## config.mk

```make
export PLATFORM = sky130hd
export DESIGN_NAME = pc_sequencer
export DESIGN_NICKNAME = d
export VERILOG_FILES = /design/src/rtl/pc_sequencer_pkg.sv /design/src/rtl/pc_sequencer_if_id_reg.sv /design/src/rtl/pc_sequencer.sv
export SDC_FILE = /design/constraint.sdc
export NUM_CORES = 1
export LEC_CHECK = 0
export CORE_UTILIZATION = 43
export DETAILED_ROUTE_END_ITERATION = 16
export PLACE_DENSITY = 0.81
export SYNTH_ARGS = -nofsm -noshare
export SYNTH_HDL_FRONTEND = slang
export SYNTH_SLANG_ARGS = --single-unit
```

## constraint.sdc

```tcl
create_clock -name clk -period 1.5 [get_ports clk]
set_input_delay 0.375 -clock clk [delete_from_list [all_inputs] [get_ports clk]]
set_output_delay 0.375 -clock clk [all_outputs]
set_load 0.05 [all_outputs]
```

## src/rtl/pc_sequencer_pkg.sv

```systemverilog
// Shared definitions for the instruction-fetch front end: widths, opcode field,
// halt opcode and the fetch state encoding.
package pc_sequencer_pkg;

  localparam int DEF_PC_W  = 8;
  localparam int DEF_INS_W = 32;
  localparam int OP_MSB    = 31;
  localparam int OP_LSB    = 26;

  localparam logic [5:0] OP_HALT = 6'b111111;

  typedef enum logic {
    ST_RUN  = 1'b0,
    ST_HALT = 1'b1
  } state_t;

  function automatic logic [5:0] opcode(input logic [DEF_INS_W-1:0] ins);
    return ins[OP_MSB:OP_LSB];
  endfunction

endpackage

```

## src/rtl/pc_sequencer_if_id_reg.sv

```systemverilog
// IF/ID pipeline register: loads {ins, pc, pc+1} on load, drops the valid bit
// on flush (payload is kept), otherwise holds.
module if_id_reg #(
  parameter int PC_W  = 8,
  parameter int INS_W = 32
) (
  input  logic             clk,
  input  logic             rstd,
  input  logic             load,
  input  logic             flush,
  input  logic [INS_W-1:0] ins_nxt,
  input  logic [PC_W-1:0]  pc_nxt,
  input  logic [PC_W-1:0]  pc_plus1_nxt,
  output logic             valid,
  output logic [INS_W-1:0] ins,
  output logic [PC_W-1:0]  pc,
  output logic [PC_W-1:0]  pc_plus1
);

  logic             valid_r;
  logic [INS_W-1:0] ins_r;
  logic [PC_W-1:0]  pc_r;
  logic [PC_W-1:0]  pc_plus1_r;

  // Pipeline register with flush taking priority over load.
  always_ff @(posedge clk or negedge rstd) begin
    if (!rstd) begin
      valid_r    <= 1'b0;
      ins_r      <= {INS_W{1'b0}};
      pc_r       <= {PC_W{1'b0}};
      pc_plus1_r <= {PC_W{1'b0}};
    end else if (flush) begin
      valid_r <= 1'b0;
    end else if (load) begin
      valid_r    <= 1'b1;
      ins_r      <= ins_nxt;
      pc_r       <= pc_nxt;
      pc_plus1_r <= pc_plus1_nxt;
    end else begin
      valid_r <= valid_r;
    end
  end

  assign valid    = valid_r;
  assign ins      = ins_r;
  assign pc       = pc_r;
  assign pc_plus1 = pc_plus1_r;

endmodule

```

## src/rtl/pc_sequencer.sv

```systemverilog
// Instruction-fetch front end: owns the PC, next-PC selection and the RUN/HALT
// state, and feeds the IF/ID register for decode.
module pc_sequencer
  import pc_sequencer_pkg::*;
#(
  parameter int               PC_W    = DEF_PC_W,
  parameter int               INS_W   = DEF_INS_W,
  parameter logic [PC_W-1:0]  RST_PC  = {PC_W{1'b0}},
  parameter logic [5:0]       HALT_OP = OP_HALT
) (
  input  logic             clk,
  input  logic             rstd,
  output logic [PC_W-1:0]  pc_f,
  input  logic [INS_W-1:0] ins_f,
  input  logic             stall,
  input  logic             redirect_valid,
  input  logic [PC_W-1:0]  redirect_pc,
  output logic             valid_d,
  output logic [INS_W-1:0] ins_d,
  output logic [PC_W-1:0]  pc_d,
  output logic [PC_W-1:0]  pc_plus1_d,
  output logic             halted
);

  logic [PC_W-1:0]  pc_r;
  logic [PC_W-1:0]  pc_nxt_s;
  logic [PC_W-1:0]  pc_inc_s;
  state_t           state_r;
  state_t           state_nxt_s;
  logic             halted_r;
  logic             load_s;
  logic             flush_s;
  logic             halt_hit_s;
  logic             valid_d_s;
  logic [INS_W-1:0] ins_d_s;
  logic [PC_W-1:0]  pc_d_s;
  logic [PC_W-1:0]  pc_plus1_d_s;

  assign pc_inc_s   = pc_r + {{(PC_W-1){1'b0}}, 1'b1};
  assign halt_hit_s = valid_d_s && (opcode(ins_d_s) == HALT_OP);

  // Next-PC, IF/ID control and state: redirect > stall > halt > normal.
  always_comb begin
    pc_nxt_s    = pc_r;
    state_nxt_s = state_r;
    load_s      = 1'b0;
    flush_s     = 1'b0;
    if (redirect_valid) begin
      pc_nxt_s    = redirect_pc;
      flush_s     = 1'b1;
      state_nxt_s = ST_RUN;
    end else if (stall) begin
      pc_nxt_s = pc_r;
    end else begin
      case (state_r)
        ST_HALT: begin
          flush_s = 1'b1;
        end
        ST_RUN: begin
          pc_nxt_s = pc_inc_s;
          if (halt_hit_s) begin
            // The halt has reached decode: the slot fetched alongside it dies.
            flush_s     = 1'b1;
            state_nxt_s = ST_HALT;
          end else begin
            load_s = 1'b1;
          end
        end
        default: begin
          state_nxt_s = ST_RUN;
        end
      endcase
    end
  end

  // PC and fetch state registers; halted is a registered copy of the state.
  always_ff @(posedge clk or negedge rstd) begin
    if (!rstd) begin
      pc_r     <= RST_PC;
      state_r  <= ST_RUN;
      halted_r <= 1'b0;
    end else begin
      pc_r     <= pc_nxt_s;
      state_r  <= state_nxt_s;
      halted_r <= (state_nxt_s == ST_HALT);
    end
  end

  if_id_reg #(
    .PC_W  (PC_W),
    .INS_W (INS_W)
  ) u_if_id (
    .clk          (clk),
    .rstd         (rstd),
    .load         (load_s),
    .flush        (flush_s),
    .ins_nxt      (ins_f),
    .pc_nxt       (pc_r),
    .pc_plus1_nxt (pc_inc_s),
    .valid        (valid_d_s),
    .ins          (ins_d_s),
    .pc           (pc_d_s),
    .pc_plus1     (pc_plus1_d_s)
  );

  assign pc_f       = pc_r;
  assign halted     = halted_r;
  assign valid_d    = valid_d_s;
  assign ins_d      = ins_d_s;
  assign pc_d       = pc_d_s;
  assign pc_plus1_d = pc_plus1_d_s;

endmodule
```

==> flow_summary_export.csv <==
group,metric,value,unit
status,status,"finished, violations left",
status,violations,"setup timing",
critical_path,critPathKind,"flop to flop",
critical_path,r2r_end,"u_if_id.ins[17]",
floorplanning,die_w,78.0,µm
placed_design,dp_hpwl,4610,µm
critical_path,critPathTopFamily,"flip-flops",
timing,hold_violations,0,
logic_synthesis,synth_cell_types,21,
final_layout,mostFrequentLayoutCells,"buf_12, dfrtp_1, clkdlybuf4s50_1, mux2_4, nand2_1",
cts,ctsLongestPathBuffers,2,
critical_path,slowest_delay,0.36,ns
critical_path,r2r_start,"u_if_id.valid",
floorplanning,ios,102,
timing,fmax,650,MHz
routing,ant_nets,0,
timing,fin_ws,-0.0381,ns
floorplanning,start_util,44.8,%
global_routing,grt_usage,22.4,%
critical_path,reg2reg_depth,5,
logic_synthesis,yosysSeqAreaShare,58.5,%
logic_synthesis,yosysWarnings,0,
floorplanning,core_area,5540,µm²
critical_path,cp-start-kind,"flop",
power,ir_drop,1250,µV
logic_synthesis,async_reset_ff_share,100,%
power,power_density,1290,nW/µm²
final_layout,layoutNonFillerInstCount,386,
routing,num_vias,1958,
placed_design,globalplace.congestion,0.757,
floorplanning,dieArea,6080,µm²
power,leakagePower,2.19,nW
logic_synthesis,synth_cells,177,
placed_design,place_inst,358,
final_layout,final_common_cell,"buf_12",
routing,drc,0,
global_routing,antenna_found_initial,0,
global_routing,grt_max_degree,59,
timing,fin_worst_skew,0.0104,ns
worst_hold_path,hp-class,"input pin to asynchronous set/reset pin",
timing,maxSlewViolCount,0,
routing,wl_per_cell,19.5,µm
timing,max_slew_margin,76.2,%
cts,cts_tree,"yes",
final_layout,fin_area,4750,µm²
cts,cts_root_buf,"clkbuf_8",
cts,cts_sinks,58,
global_routing,grt_pass1_vias,1972,
final_layout,synthToLayoutAreaGrowth,91.3,%
timing,setup_viol,39,
cts,cts_buffers,9,
cts,clock_latency,0.33,ns
final_layout,multi_input_area,1040,µm²
logic_synthesis,synth_area,2480,µm²
logic_synthesis,syn_nets,222,
logic_synthesis,synth_edf_count,0,
logic_synthesis,synth.avg_cell_area,14.0,µm²
logic_synthesis,synth_seq_cells,58,
routing,drt-pass1-iter-count,4,
cts,path_clk_slew,0.07,ns
timing,tightest_slew,0.358,ns
routing,drtIter0Drc,76,
job,drv_cap,0,
timing,timing.final.crit_share,103,%
critical_path,cp_max_fo,7,
critical_path,endpoint_kind,"flop",
critical_path,crit_chain,"nand4_1, o21ai_4, buf_12, clkbuf_16, mux2_4",
logic_synthesis,ys.flop_type,"dfrtp_1",
routing,wl,7530,µm
global_routing,grt_pass1_wl,10100,µm
critical_path,crit_path_top_delay_cell,"dfrtp_2",
timing,rsz0062_at_grt,"true",
final_layout,register_area,1470,µm²
routing,vias_per_cell,5.07,
final_layout,n_fill_cell,238,
critical_path,r2r_slack,-0.04,ns
critical_path,required,1.72,ns
final_layout,antenna_cells,0,
final_layout,drive_above_1_share,51.0,%
placed_design,placed_cell_area,4290,µm²
final_layout,fin_nets,354,
critical_path,cp_num_buf_inv,2,
floorplanning,rows,27,
critical_path,arrival,1.75,ns
placed_design,placement.io_buffers,101,
timing,min_period,1.54,ns
global_routing,overflow,0,
cts,cts_htree_levels,3,
floorplanning,dieHeight,78.0,µm
==> registers in the layout (all words and copies together), names as in the netlist <==
register and count:
u_if_id.ins 32, pc_f 8, u_if_id.pc 8, u_if_id.pc_plus1 8
halted 1, u_if_id.valid 1
==> metrics by stage <==
step / power [W] / util [%] / TNS [ns] / hold slack (ns) / setup slack (ns)
after global routing: 0.00632 / 85.7 / -3.17 / 0.0456 / -0.0900
final: 0.00612 / 85.7 / -0.881 / 0.0327 / -0.0381
after CTS: 0.00600 / 80.7 / -0.0233 / 0.0481 / -0.0106
after global placement: 0.00470 / 77.5 / -13.65 / 0.398 / -0.288
after floorplan: 0.00326 / - / -1.79 / 0.0794 / -0.0648
after detailed placement: 0.00476 / 77.5 / -14.42 / 0.403 / -0.301
==> cell usage after synthesis (2+ instances only) <==
library cell / number / area, µm²
xor2_1: 7 / 61.3
nor2_1: 4 / 15.0
o21ai_0: 16 / 80.1
nand2_1: 21 / 78.8
mux2_2: 16 / 180
nor3_1: 2 / 10.0
buf_6: 5 / 56.3
nand3_1: 4 / 20.0
and3_1: 2 / 12.5
xnor2_1: 6 / 52.6
dfrtp_1: 58 / 1450
mux2_4: 25 / 375
buf_2: 3 / 15.0
==> logic make-up (layout without fill, tap and decap cells) <==
kind of cell,Yosys count,in the layout,share of synthesized area [%]
AO/OA/AOI/OAI,17,17,3.58
multiplexers,42,42,22.8
buffers and inverters,9,146,3.03
flip-flops,58,58,58.5
AND/OR/NAND/NOR,37,37,7.01
XOR/XNOR,13,13,4.59
adder cells (fa/ha/maj),1,1,0.504
==> worst max path at each step <==
stage / slack [ns] / endpoint / cells after the start / start
after global routing: -0.09 / u_if_id.pc_plus1[4] / 7 / halted
after global placement: -0.29 / u_if_id.ins[22] / 5 / redirect_valid
after detailed placement: -0.30 / u_if_id.ins[16] / 5 / redirect_valid
after CTS: -0.01 / u_if_id.ins[30] / 4 / u_if_id.ins[29]
after floorplan: -0.06 / u_if_id.ins[10] / 5 / u_if_id.ins[29]
final: -0.04 / u_if_id.ins[17] / 5 / u_if_id.valid
==> area by class of cell <==
| class | count | share of cell area, % |
|---|---|---|
| tap | 72 | 1.90 |
| timing repair buffer | 130 | 41.8 |
| multi-input combinational | 110 | 22.0 |
| clock buffer | 13 | 3.14 |
| clock inverter | 3 | 0.316 |
| sequential | 58 | 30.9 |
==> metal layers <==
layer	vias up	GRT usage, %	wire [µm]
met5	-	0	0
met4	0	11.1	156
met3	14	4.71	342
met2	80	38.1	4050
met1	990	27.1	2980
li1	874	-	-
==> repair_timing <==
action	CTS	global route
hold buffers	0	0
setup buffers	0	7
gates cloned	0	5
gates resized for setup	4	17
pin swaps	0	4
endpoints found under the setup margin	7	44
==> power by group <==
part / total (W) / switching (W) / internal (W) / leakage, nW
Combinational: 0.00275 / 0.00130 / 0.00145 / 1.42
Clock: 0.00124 / 0.000605 / 0.000638 / 0.0872
Sequential: 0.00213 / 0.000308 / 0.00182 / 0.683
(Power assumes the default switching activity.)
